## config.mk

```make
export PLATFORM = sky130hd
export DESIGN_NAME = array_mul_usign
export DESIGN_NICKNAME = d
export VERILOG_FILES = /design/src/rtl/mul_fa_cell.sv /design/src/rtl/array_mul_usign.sv
export SDC_FILE = /design/constraint.sdc
export NUM_CORES = 1
export LEC_CHECK = 0
export BUFFER_PORTS_ARGS = -buffer_cell sky130_fd_sc_hd__buf_2
export CAP_MARGIN = 25
export CORE_MARGIN = 3
export CORE_UTILIZATION = 35
export DETAILED_ROUTE_END_ITERATION = 8
export GPL_TIMING_DRIVEN = 1
export PLACE_DENSITY = 0.52
export SLEW_MARGIN = 20
export SYNTH_ARGS = -nofsm -noshare
export SYNTH_HDL_FRONTEND = slang
export SYNTH_SLANG_ARGS = --single-unit
```

## constraint.sdc

```tcl
create_clock -name clk -period 11.24 [get_ports clk]
set_input_delay 0.562 -clock clk [delete_from_list [all_inputs] [get_ports clk]]
set_output_delay 0.562 -clock clk [all_outputs]
set_load 0.005 [all_outputs]
```

## src/rtl/mul_fa_cell.sv

```systemverilog
// One-bit full adder: the repeating cell of the array multiplier's reduction rows.
module mul_fa_cell (
  input  logic a,
  input  logic b,
  input  logic cin,
  output logic s,
  output logic cout
);

  logic p;

  assign p    = a ^ b;
  assign s    = p ^ cin;
  assign cout = (a & b) | (cin & p);

endmodule

```

## src/rtl/array_mul_usign.sv

```systemverilog
// Registered unsigned N x M array multiplier: AND-gate partial products reduced by
// M-1 ripple-carry rows of full adders, between an input and an output register.
module array_mul_usign #(
  parameter int N = 8,
  parameter int M = 8
) (
  input  logic           clk,
  input  logic           rst_n,
  input  logic           in_valid,
  input  logic [N-1:0]   A,
  input  logic [M-1:0]   B,
  output logic [N+M-1:0] Y,
  output logic           out_valid
);

  logic [N-1:0]   a_p0;
  logic [M-1:0]   b_p0;
  logic           vld_p0;
  logic [N+M-1:0] prod;

  // Unpacked per-bit arrays keep each cell's wiring independent of its neighbours.
  logic row_sum  [M][N];
  logic row_cout [M];

  // ---- stage 0: operand capture ----
  always_ff @(posedge clk or negedge rst_n) begin
    if (!rst_n) begin
      a_p0   <= '0;
      b_p0   <= '0;
      vld_p0 <= 1'b0;
    end else begin
      vld_p0 <= in_valid;
      if (in_valid) begin
        a_p0 <= A;
        b_p0 <= B;
      end
    end
  end

  genvar i, j;

  generate
    for (j = 0; j < N; j++) begin : g_row0
      assign row_sum[0][j] = a_p0[j] & b_p0[0];
    end
    assign row_cout[0] = 1'b0;

    // Row i adds pp row i to the previous row shifted down by one; its carry-out
    // becomes the top bit of what row i+1 sees.
    for (i = 1; i < M; i++) begin : g_row
      logic c [N+1];
      assign c[0] = 1'b0;
      for (j = 0; j < N; j++) begin : g_cell
        logic up;
        if (j < N - 1) begin : g_mid
          assign up = row_sum[i-1][j+1];
        end else begin : g_top
          assign up = row_cout[i-1];
        end
        mul_fa_cell u_fa (
          .a    (a_p0[j] & b_p0[i]),
          .b    (up),
          .cin  (c[j]),
          .s    (row_sum[i][j]),
          .cout (c[j+1])
        );
      end
      assign row_cout[i] = c[N];
    end

    for (i = 0; i < M; i++) begin : g_lo
      assign prod[i] = row_sum[i][0];
    end
    for (j = 0; j < N - 1; j++) begin : g_hi
      assign prod[M+j] = row_sum[M-1][j+1];
    end
    assign prod[N+M-1] = row_cout[M-1];
  endgenerate

  // ---- stage 1: product register (holds when no new sample) ----
  always_ff @(posedge clk or negedge rst_n) begin
    if (!rst_n) begin
      Y         <= '0;
      out_valid <= 1'b0;
    end else begin
      out_valid <= vld_p0;
      if (vld_p0) begin
        Y <= prod;
      end
    end
  end

endmodule

```

# Word level (Yosys, flattened, before mapping)

Cells that the tools add are included.

Shifts and indexed selects: 0
Reduce and logical (&&, ||, !) cells: 0
Add/sub/neg operators: 0
Eq/ne operators: 0
$lt $le $gt $ge: 0
Divide/modulo/power cells: 0
Bitwise logic cells: 320
Multiply operators: 0
Muxes and demuxes: 0

Operators with widths:

| kind      | count |
|---|---|
| AND 1 bit | 168 |
| XOR 1 bit | 104 |
| OR 1 bit  | 48 |

Memory bits (writable): 0
Logic and storage cells: 325
Output and inout bits: 17
Bits in latches: 0
Register bits: 34
Memories: 0
Memory bits (read-only): 0
Bits of input ports: 19

# Longest topological paths before layout

Depth in word-level cells: 40
Gate-level depth with buffers: 37
Gate-level depth less buffers: 36

# By module

Synthesis repeated with hierarchy kept, for this count alone.

Cell total of the unflattened synthesis: 192
Area total of the unflattened synthesis: 2862.7 µm²

Modules (own cells, without submodules):

| module          | sequential area each (µm²) | instances | area each (µm²) | cells each |
|---|---|---|---|---|
| array_mul_usign | 850.8                      | 1         | 1741.7          | 136 |
| mul_fa_cell     | 0.0                        | 56        | 20.0            | 1 |

# Least setup slack after synthesis

OpenSTA, ideal clock, no wires.

Path type: register to register
From: register b_p0[0]
To: register Y[14]
Required time: 11115 ps
Data arrival time: 9486 ps
Setup time: 125 ps
Path buffers: 1
Cell stages (with the launch flop): 26
Slack: 1629 ps
Period minus slack after synthesis: 9611 ps
Cells stage by stage: dfrtp_1 -> clkbuf_1 -> and2_1 -> ha_1 -> inv_1 -> fa_1 -> fa_1 -> fa_1 -> fa_1 -> fa_1 -> fa_1 -> fa_1 -> fa_1 -> fa_1 -> fa_1 -> fa_1 -> fa_1 -> fa_1 -> fa_1 -> fa_1 -> fa_1 -> fa_1 -> fa_1 -> inv_1 -> fa_1 -> mux2_2

Longest elaborated chain between the ends: 39
Elaborated cells between the ends (all ways): 247
Those cells by class: 247 x bitwise

RTL lines:

| item                                   | RTL line                             | source |
|---|---|---|
| start: declaration                     | array_mul_usign.sv:17                | `logic [M-1:0] b_p0;` |
| start signal: assignment               | array_mul_usign.sv:29                | `b_p0 <= '0;` |
| start signal: assignment               | array_mul_usign.sv:35                | `b_p0 <= B;` |
| AND 1 bit                              | array_mul_usign.sv:44                | `assign row_sum[0][j] = a_p0[j] & b_p0[0];` |
| AND 1 bit or XOR 1 bit (tied branches) | mul_fa_cell.sv:14, mul_fa_cell.sv:12 |  |
| AND 1 bit                              | mul_fa_cell.sv:14                    | `assign cout = (a & b) \| (cin & p);` |
| OR 1 bit                               | mul_fa_cell.sv:14                    |  |
| AND 1 bit or XOR 1 bit (tied branches) | mul_fa_cell.sv:14, mul_fa_cell.sv:13 |  |
| OR 1 bit or XOR 1 bit (tied branches)  | mul_fa_cell.sv:14, mul_fa_cell.sv:12 |  |
| AND 1 bit or XOR 1 bit (tied branches) | mul_fa_cell.sv:14, mul_fa_cell.sv:13 |  |
| OR 1 bit or XOR 1 bit (tied branches)  | mul_fa_cell.sv:14, mul_fa_cell.sv:12 |  |
| (+24 left out)                         | -                                    |  |
| AND 1 bit or XOR 1 bit (tied branches) | mul_fa_cell.sv:14, mul_fa_cell.sv:13 |  |
| OR 1 bit or XOR 1 bit (tied branches)  | mul_fa_cell.sv:14, mul_fa_cell.sv:12 |  |
| AND 1 bit or XOR 1 bit (tied branches) | mul_fa_cell.sv:14, mul_fa_cell.sv:13 |  |
| OR 1 bit or XOR 1 bit (tied branches)  | mul_fa_cell.sv:14, mul_fa_cell.sv:12 |  |
| AND 1 bit                              | mul_fa_cell.sv:14                    |  |
| OR 1 bit                               | mul_fa_cell.sv:14                    |  |
| XOR 1 bit (*)                          | mul_fa_cell.sv:13                    | `assign s = p ^ cin;` |
| net g_row[7].g_cell[7].u_fa.s          | mul_fa_cell.sv:6                     | `output logic s,` |
| end signal: assignment                 | array_mul_usign.sv:88                | `Y <= prod;` |
| end: declaration                       | array_mul_usign.sv:12                | `output logic [N+M-1:0] Y,` |

Mark *: on every way through the listed nets, which the timed path passes. The rest lies on a longest branch.
A chain may end at the register's enable or synchronous reset.

# Worst setup path after layout

Same ends and word-level chain as after synthesis.

==> results.toml <==
[status]
status = "complete, no violations"

[pwr]
p_int_mw = 0.5842
p_leak_nw = 1.410
p_sw_mw = 0.3842
clock_power_share_pct = 14.7
p_sw_share_pct = 39.68
powerDensity_nw_per_um2 = 310.0
peakVddDrop_v = 0.0001065
power.share.combinational_pct = 65.7
p_seq_share_pct = 19.6

[routing]
vias = 1587
drtIter0Drc = 27
vias_per_cell = 4.470
wire_per_inst_um = 12.73
remaining_drc_errors = 0
antenna_left = 0
drt-pass1-iter-count = 4
routed_wl_mm = 4.520

[placed_design]
place_ws_ns = 1.372
place.gp.congestion = 0.7334
port_buffers = 35
placed_cell_area_um2 = 2982
dp_hpwl_mm = 3.568

[die]
initial_core_util_pct = 37.31
row_count = 31
die_h_um = 95.33
die_x_um = 95.33
ios = 36
die-area_um2 = 9087
core-area_um2 = 7486

[setup_path]
r2r_slack_ns = 1.44
crit_buf_inv = 2
crit_path_cell_trace = "and2_1, ha_1, inv_1, fa_1, fa_1, fa_1, fa_1, fa_1, fa_1, fa_1, fa_1, fa_1, fa_1, fa_1, fa_1, fa_1, fa_1, fa_1, fa_1, fa_1, fa_1, inv_1, fa_1, mux2_2"
criticalPathCategory = "flop to flop"
critPathTopFamily = "adder cells"
path_common_cell = "fa_1"
crit_path_end_kind = "flop"
r2r_start = "b_p0[0]"
max_stage_delay_ns = 0.59
worstPathArrival_ns = 9.97
cp-start-kind = "flop"
worst_r2r_endpoint = "Y[14]"
slowest_stage = "fa_1"
required_ns = 11.41
cp_max_fo = 9
r2r_cells = 24
cp-startpoint = "b_p0[0]"

[timing]
worstMarginPinSlew_ns = 0.8790
timing.final.ws_setup_ns = 1.442
period_minus_slack_ns = 9.798
whs_ns = 0.3401
fmax_mhz = 102.1
setup_tns_ns = 0
rsz0062_at_grt = "no"
fin_skew_ns = 0.01124
hold_viol = 0
setup_violations = 0
drv_slew = 0
slew_headroom_pct = 41.40
period_share_pct = 87.17

[clock_tree]
postCtsSetupRepairBufs = 0
cts_hold_buffers = 0
cts_inserted_buffers = 5
path_clk_slew_ns = 0.08
ctsResizeCount = 0
clkSinkCount = 34
clkLatencyLatePin_ns = 0.29
cts_max_level = 2
cts_max_path_buffers = 2
cts_tree = "done"
cts-root-buf = "clkbuf_8"

[synth]
ys_seq_elements = 34
synthesis.nets = 306
synth_top_area_cell = "fa_1"
synth.distinct_cells = 17
post_synth.cell_area_avg_um2 = 12.09
synthCells = 231
synth_area_leaders = "fa_1 34%, dfrtp_1 30%, mux2_4 6.5%, nand2_1 6.3%, mux2_2 5.6%"
synth_area_um2 = 2793
synth_top_area_share_pct = 34.41
synth_seq_area_share_pct = 30.47
ys_warn_count = 0

[final_layout]
layout_common_cells = "48 x fa_1, 47 x nand2_1, 35 x buf_2"
nNetsFinal = 330
finalInstanceArea_um2 = 3124
syn2layout_area_growth_pct = 11.87
final_common_cell = "fa_1"
antennaDiodeCount = 0
drive_above_1_share_pct = 26.95
nFillCells = 745

[grt]
globalRouteTotalUtil_pct = 12.30
antenna_found_initial = 0
grt_max_degree = 35
grt-ovfl-total = 0
grt_pass1_wl_mm = 8.590
grt_pass1_vias = 1803

[job]
maxCapViolations = 0

[min_path]
hold_class = "input port to asynchronous set/reset pin"
==> cells in the mapped netlist <==
master,count
inv_1,26
buf_6,2
nor2_1,1
nand3_1,1
and2_1,16
dfrtp_1,34
a21oi_1,1
buf_12,1
mux2_4,12
clkbuf_1,14
mux2_2,14
buf_8,1
mux2i_1,4
o21ai_0,1
ha_1,8
nand2_1,47
fa_1,48
==> worst max path at each step <==
stage	to	slack, ns	cells after the start
2_1_floorplan	Y[14]	1.63	25
3_3_place_gp	Y[14]	1.46	24
3_5_place_dp	Y[14]	1.37	24
4_1_cts	Y[14]	1.35	24
5_1_grt	Y[14]	0.99	28
6_report	Y[14]	1.44	24
==> worst reg2reg max path: cells and delay by family (launching register included) <==
kind | cells | cell delay, ns
adder cells (fa/ha/maj) | 20 | 8.62
multiplexers | 1 | 0.27
flip-flops | 1 | 0.51
buffers and inverters | 2 | 0.12
AND/OR/NAND/NOR | 1 | 0.19
==> routing by layer <==
metal  vias up  GRT usage (%)  wire, um
met5         -              0         0
met1       822          15.82      1958
met4         0          4.327        53
met3         2          2.210       139
met2        20          20.82      2369
li1        743              -         -
==> final cells by class <==
class	instances	area (um^2)	area share (%)
clock buffer	6	82.58	2.643
clock inverter	2	60.06	1.922
inverter	26	97.59	3.124
multi-input combinational	153	1734	55.51
sequential	34	850.8	27.23
tap	99	123.9	3.965
timing repair buffer	35	175.2	5.607
==> power groups by stage <==
| stage | registers, mW | logic (mW) | clock network [mW] |
|---|---|---|---|
| floorplan | 0.181 | 0.525 | 0 |
| detailed placement | 0.194 | 0.665 | 0 |
| finish | 0.190 | 0.637 | 0.142 |
| global route | 0.196 | 0.786 | 0.151 |
| CTS | 0.191 | 0.670 | 0.148 |
| global placement | 0.193 | 0.662 | 0 |
==> stage by stage <==
| stage | power [mW] | instances | utilization [%] |
|---|---|---|---|
| finish | 0.9685 | 355 | 41.73 |
| floorplan | 0.7058 | 231 | - |
| CTS | 1.008 | 355 | 41.73 |
| global placement | 0.8546 | 347 | 39.83 |
| detailed placement | 0.8581 | 347 | 39.83 |
| global route | 1.133 | 355 | 41.73 |
==> kinds of logic (layout without fill, tap and decap cells) <==
group	count (synthesis)	in the layout	synth area share, %
AOI/OAI and AO/OA	2	2	0.3581
and+or+nand+nor	65	65	10.21
muxes	30	30	13.53
buffers and inverters	44	69	7.437
adders and majority gates	56	56	37.99
DFF	34	34	30.47
==> sequential cells by signal (all words and copies together), names as in the netlist <==
signal,count
Y,16
a_p0,8
b_p0,8
out_valid,1
vld_p0,1
Power figures use the tool's default switching activity.
